<file path="src/rtl/uart_cmd_parser.sv">
// Frame decoder for a UART byte stream: A5 | CMD | LEN | payload[LEN] | CSUM (XOR of CMD..payload).
// Good frames are presented on the cmd_* outputs; bad or stalled frames raise frame_err.
module uart_cmd_parser #(
    parameter int unsigned CLK_FREQ      = 50000000,
    parameter int unsigned UART_BPS      = 115200,
    parameter int unsigned MAX_LEN       = 8,
    parameter int unsigned TIMEOUT_BYTES = 4
) (
    input  logic        clk,
    input  logic        rst_n,
    input  logic        rx_done,
    input  logic [7:0]  rx_data,
    output logic        cmd_valid,
    output logic [7:0]  cmd_code,
    output logic [3:0]  cmd_len,
    output logic [63:0] cmd_payload,
    output logic        frame_err,
    output logic [1:0]  err_code,
    output logic        busy
);

    localparam int unsigned TimeoutLimit = (CLK_FREQ / UART_BPS) * 10 * TIMEOUT_BYTES;
    localparam int unsigned CntW         = (TimeoutLimit > 1) ? $clog2(TimeoutLimit + 1) : 1;
    localparam logic [CntW-1:0] CntLast  = CntW'(TimeoutLimit - 1);
    localparam logic [CntW-1:0] CntMax   = CntW'(TimeoutLimit);
    localparam logic [7:0] Header        = 8'hA5;
    localparam logic [7:0] MaxLenByte    = 8'(MAX_LEN);

    localparam logic [1:0] ErrLen     = 2'b01;
    localparam logic [1:0] ErrCsum    = 2'b10;
    localparam logic [1:0] ErrTimeout = 2'b11;

    typedef enum logic [2:0] {
        StIdle,
        StCmd,
        StLen,
        StData,
        StCsum
    } state_e;

    state_e          state_q, state_d;
    logic [7:0]      code_q, code_d;
    logic [3:0]      len_q, len_d;
    logic [3:0]      idx_q, idx_d;
    logic [7:0]      xor_q, xor_d;
    logic [63:0]     buf_q, buf_d;
    logic [CntW-1:0] cnt_q, cnt_d;

    logic            cmd_valid_q, cmd_valid_d;
    logic [7:0]      cmd_code_q, cmd_code_d;
    logic [3:0]      cmd_len_q, cmd_len_d;
    logic [63:0]     cmd_payload_q, cmd_payload_d;
    logic            frame_err_q, frame_err_d;
    logic [1:0]      err_code_q, err_code_d;

    logic            timeout_hit;

    // A byte arriving in the cycle the limit is reached wins over the timeout.
    assign timeout_hit = (state_q != StIdle) && !rx_done && (cnt_q == CntLast);

    always_comb begin
        cnt_d = cnt_q;
        if ((state_q == StIdle) || rx_done) begin
            cnt_d = '0;
        end else if (cnt_q != CntMax) begin
            cnt_d = cnt_q + 1'b1;
        end
    end

    always_comb begin
        state_d       = state_q;
        code_d        = code_q;
        len_d         = len_q;
        idx_d         = idx_q;
        xor_d         = xor_q;
        buf_d         = buf_q;
        cmd_valid_d   = 1'b0;
        cmd_code_d    = cmd_code_q;
        cmd_len_d     = cmd_len_q;
        cmd_payload_d = cmd_payload_q;
        frame_err_d   = 1'b0;
        err_code_d    = err_code_q;

        if (rx_done) begin
            unique case (state_q)
                StIdle: begin
                    if (rx_data == Header) begin
                        state_d = StCmd;
                    end
                end
                StCmd: begin
                    code_d  = rx_data;
                    xor_d   = rx_data;
                    idx_d   = '0;
                    // Clearing here keeps unused payload bytes zero for short frames.
                    buf_d   = '0;
                    state_d = StLen;
                end
                StLen: begin
                    xor_d = xor_q ^ rx_data;
                    len_d = rx_data[3:0];
                    if (rx_data > MaxLenByte) begin
                        frame_err_d = 1'b1;
                        err_code_d  = ErrLen;
                        state_d     = StIdle;
                    end else if (rx_data == 8'h00) begin
                        state_d = StCsum;
                    end else begin
                        state_d = StData;
                    end
                end
                StData: begin
                    buf_d[{idx_q[2:0], 3'b000} +: 8] = rx_data;
                    xor_d = xor_q ^ rx_data;
                    idx_d = idx_q + 4'd1;
                    if (idx_d == len_q) begin
                        state_d = StCsum;
                    end
                end
                StCsum: begin
                    if (rx_data == xor_q) begin
                        cmd_valid_d   = 1'b1;
                        cmd_code_d    = code_q;
                        cmd_len_d     = len_q;
                        cmd_payload_d = buf_q;
                    end else begin
                        frame_err_d = 1'b1;
                        err_code_d  = ErrCsum;
                    end
                    state_d = StIdle;
                end
                default: begin
                    state_d = StIdle;
                end
            endcase
        end else if (timeout_hit) begin
            frame_err_d = 1'b1;
            err_code_d  = ErrTimeout;
            state_d     = StIdle;
        end
    end

    always_ff @(posedge clk or negedge rst_n) begin
        if (!rst_n) begin
            state_q       <= StIdle;
            code_q        <= '0;
            len_q         <= '0;
            idx_q         <= '0;
            xor_q         <= '0;
            buf_q         <= '0;
            cnt_q         <= '0;
            cmd_valid_q   <= 1'b0;
            cmd_code_q    <= '0;
            cmd_len_q     <= '0;
            cmd_payload_q <= '0;
            frame_err_q   <= 1'b0;
            err_code_q    <= '0;
        end else begin
            state_q       <= state_d;
            code_q        <= code_d;
            len_q         <= len_d;
            idx_q         <= idx_d;
            xor_q         <= xor_d;
            buf_q         <= buf_d;
            cnt_q         <= cnt_d;
            cmd_valid_q   <= cmd_valid_d;
            cmd_code_q    <= cmd_code_d;
            cmd_len_q     <= cmd_len_d;
            cmd_payload_q <= cmd_payload_d;
            frame_err_q   <= frame_err_d;
            err_code_q    <= err_code_d;
        end
    end

    assign cmd_valid   = cmd_valid_q;
    assign cmd_code    = cmd_code_q;
    assign cmd_len     = cmd_len_q;
    assign cmd_payload = cmd_payload_q;
    assign frame_err   = frame_err_q;
    assign err_code    = err_code_q;
    assign busy        = (state_q != StIdle);

endmodule

</file>
<file path="config.mk">
export PLATFORM = sky130hd
export DESIGN_NAME = uart_cmd_parser
export DESIGN_NICKNAME = d
export VERILOG_FILES = /design/src/rtl/uart_cmd_parser.sv
export SDC_FILE = /design/constraint.sdc
export NUM_CORES = 1
export LEC_CHECK = 0
export CORE_ASPECT_RATIO = 0.5
export CORE_MARGIN = 10
export CORE_UTILIZATION = 50
export DETAILED_ROUTE_END_ITERATION = 8
export GPL_TIMING_DRIVEN = 0
export PLACE_DENSITY = 0.74
export SYNTH_ARGS = -nofsm -noshare
export SYNTH_HDL_FRONTEND = slang
export SYNTH_SLANG_ARGS = --single-unit
</file>
<file path="constraint.sdc">
create_clock -name clk -period 2.8 [get_ports clk]
set_clock_uncertainty 0.15 [all_clocks]
set_input_delay 0.56 -clock clk [delete_from_list [all_inputs] [get_ports clk]]
set_output_delay 0.56 -clock clk [all_outputs]
set_load 0.02 [all_outputs]
</file>
==> results.md <==
- Buffer cell driving the clock tree root: clkbuf_16
- Global Route Usage Sum: 0.1826
- Clock tree from TritonCTS: built
- Ratio of final minimum period to clock period: 0.9465
- RSZ-0062 raised after global routing: no
- Total inserted antenna cells: 0
- Commonest register cell after synthesis: dfrtp_1
- Total DRC errors in the routed layout: 0
- Maximum achievable frequency: around 0.38 GHz
- Total wire length after detailed routing: between 15 and 20 mm
- Number of nets in the finished design: 786
- Vias in the first global route: ~5700
- Min Tclk post-route: around 2.7 ns
- 1st-iter DRT viols: ~450
- Width of the die: 199.2 µm
- Met3 GRT Util: 0.03873
- Total standard cell area after synthesis: between 0.008 and 0.009 mm²
- Number of levels the H-tree was split into: 4
- Post-synth ARST share: 1.000
- IO Count: 92
- Post-synthesis average cell area: 12.20 µm²
- Flop and latch count out of synthesis: 186
- Grt met1 use: 0.2411
- Clock-pin transition on the worst setup and hold timing paths: roughly 0.070 ns
- Multi-input gate area in the final layout: about 0.0032 mm²
- Wire length of the first global-routing pass: a little over 30 mm
- Max Cap Viol: 0
- Yosys top cell by area: dfrtp_1
- Post-synthesis sequential area ratio: 0.5798
- Standard-cell rows: 32
- Result of the run: finished clean
- DR pass1 iterations: 6
- Inserted Clock Buffers: 17
- DP Area: about 0.0092 mm²
- Share of the synthesized area in the top cell type: 0.5798
- Number of antenna violations at the first check in global routing: 0
- Storage cell area: 0.004656 mm²
- Post-Synthesis Cells: roughly 660
- Std-Cell Core Area: around 0.016 mm²
- Required time at the endpoint of the critical path: around 3 ns
- Post-detailed-route via-to-cell ratio: 5.769
- Routed wire per std cell: around 20 µm
- Final estimated routing congestion in global placement: between 0.8 and 0.9
- Count of flip-flops with a built-in enable after synthesis: 0
- Clock latency of the later-clocked register in the worst-skew pair: ~0.45 ns
- Total die area: ~0.022 mm²
- Number of max-slew violations in the final report: 0
- Remaining max-slew budget at the tightest pin: 0.3421
- Sort of element at the start of the critical path: flop
- Hold/Removal Path Class: in -> reg
- Initial core utilization: 0.5154
- Worst IR drop on VDD: 0.5440 mV
- Maximum number of pins on one net before global-route repair: about 120
- Cell variety after synth: between 50 and 60
- Endpoints failing setup: 0
- Total power divided by cell area: 731.3 mW/mm²
- Post-layout worst setup margin: between 0.1 and 0.15 ns
- Aggregate global routing overflow: 0
- Via count: between 5000 and 6000
- Global routing's busiest layer: met2
- Worst-case setup slack after placement: -0.2254 ns
- Area of all placed cells without fillers: ~0.0099 mm²
- Count of nets left with antenna violations after detail routing: 0
- Endpoint type of the worst setup path: flop
- Crit path arrival time: 2.81 ns
- Synth warn: 0
- Height of the die: approximately 110 µm
- Critical Setup Path Class: reg -> reg
- Total leakage power: 0.004560 µW
- Transition time of the tightest slew-check pin: 0.9793 ns
- Cells taking the most area after synthesis: dfrtp_1 58%, mux2_2 7.2%, mux2_4 5.4%
- Area Overhead vs Synth: 23.39%
- Number of sinks on the clock net: 186
- Crit path max fanout: 10
- Bufs on Longest Clock Path: 2
- Number of fillers in the final layout: between 1000 and 1500
- Global-route met2 utilization: 0.2984
- Net Count, Synth: between 600 and 700
- Final number of hold-violating endpoints: 0
- Hpwl dp: 13.28 mm
- Number of I/O port buffers: slightly below 90
- Layout cell share with drive strength beyond 1: 0.1867
==> worst paths after layout <==
path / start / to / slack, ns / cells after the start
worst max-delay path: idx_q[0]$_DFFE_PN0P_ / buf_q[16]$_DFFE_PN0P_ / 0.15 / 9
worst min-delay path: rx_data[6] / code_q[6]$_DFFE_PN0P_ / 0.26 / 3
worst max register to register: idx_q[0]$_DFFE_PN0P_ / buf_q[16]$_DFFE_PN0P_ / 0.15 / 9
worst min register to register: code_q[1]$_DFFE_PN0P_ / code_q[1]$_DFFE_PN0P_ / 0.33 / 2
max in group asynchronous: rst_n / cmd_payload[3]$_DFFE_PN0P_ / 1.02 / 3
min in group asynchronous: rst_n / cmd_code[3]$_DFFE_PN0P_ / 0.53 / 2
==> state kept, by name, indices dropped and copies added (netlist names), 8 cells and up <==
| signal | cells |
|---|---|
| buf_q | 64 |
| cmd_payload | 64 |
| cnt_q | 15 |
| cmd_code | 8 |
| code_q | 8 |
| xor_q | 8 |
==> metrics by stage <==
| stage | TNS (ns) | std cells | utilization | total power, µW | hold slack [ns] |
|---|---|---|---|---|---|
| floorplan | 0 | 658 | - | 4103 | 0.1144 |
| global placement | -1204.37 | 951 | 0.5890 | 4590 | 0.3086 |
| detailed placement | -4.508 | 952 | 0.5911 | 4639 | 0.3109 |
| CTS | -0.8405 | 985 | 0.6315 | 7141 | 0.2488 |
| global route | 0 | 986 | 0.6360 | 7554 | 0.2554 |
| finish | 0 | 986 | 0.6360 | 7244 | 0.2587 |
==> synthesized netlist by cell type, types with 3 or more instances <==
library cell,instances
dfrtp_1,186
nand2_1,87
mux2_2,51
o21ai_0,44
mux2_4,29
clkbuf_1,22
nand3_1,20
nor2_1,19
a21oi_1,15
inv_1,14
xnor2_1,14
mux2i_1,13
a32o_1,11
xor2_1,11
buf_2,9
nor3_1,9
o2bb2ai_1,9
a311oi_1,8
and4_1,8
nor4_1,8
a22o_1,7
ha_1,6
buf_6,5
nand4_1,5
nor4bb_1,4
o21ai_1,4
or3_1,4
nand2b_1,3
nand3b_1,3
==> layer usage <==
metal  vias to the layer above  part of all wire
met5                         -                 0
met4                         0             0.014
met3                        26             0.063
met2                       167              0.47
met1                      2907              0.45
li1                       2588                 -
==> kinds of logic after synthesis <==
kind of cell             count (synthesis)  synth area share
adder cells (fa/ha/maj)                  6          0.009351
multiplexers                            93            0.1420
AO/OA/AOI/OAI                          114           0.09648
AND/OR/NAND/NOR                        182            0.1147
buffers and inverters                   52           0.03039
flip-flops                             186            0.5798
XOR/XNOR                                25           0.02728
==> power breakdown <==
group	total (µW)	internal, µW	switching [µW]
clock network	2510	1290	1220
logic	1640	559	1080
registers	3090	2900	191
==> layout make-up <==
class                      count  share of cell area
sequential                   186              0.4700
multi-input combinational    420              0.3217
timing repair buffer          92             0.09499
clock buffer                  17             0.04295
tap                          204             0.02577
clock inverter                15             0.01945
buffer                        37             0.01945
inverter                      15            0.005684
==> worst max-delay path, cell delays in order, from the launching register on <==
cell      delay [ns]
dfrtp_2         0.36
clkbuf_4        0.20
inv_1           0.07
ha_1            0.25
ha_1            0.27
nand2b_1        0.21
or3_1           0.34
or3_1           0.30
buf_2           0.22
mux2i_1         0.15
==> what timing repair did <==
item | in CTS | in global routing
setup endpoints to repair | 59 | 61
buffers inserted | 0 | 1
gates resized for setup | 1 | 15
hold endpoints to repair | 72 | 0
hold buffers | 1 | 0
pin swaps | 0 | 0
==> cell usage in the layout, fill, tap and decap left out, types with 14 or more instances in the layout <==
| cell type | Yosys | final |
|---|---|---|
| clkbuf_1 | 22 | 20 |
| clkbuf_16 | 0 | 17 |
| inv_1 | 14 | 14 |
| nand3_1 | 20 | 19 |
| nand2_1 | 87 | 87 |
| nor2_1 | 19 | 18 |
| mux2_4 | 29 | 29 |
| dfrtp_1 | 186 | 185 |
| a21oi_1 | 15 | 15 |
| xnor2_1 | 14 | 14 |
| clkdlybuf4s50_1 | 0 | 88 |
| o21ai_0 | 44 | 44 |
| mux2_2 | 51 | 51 |
Power figures use the tool's default switching activity.
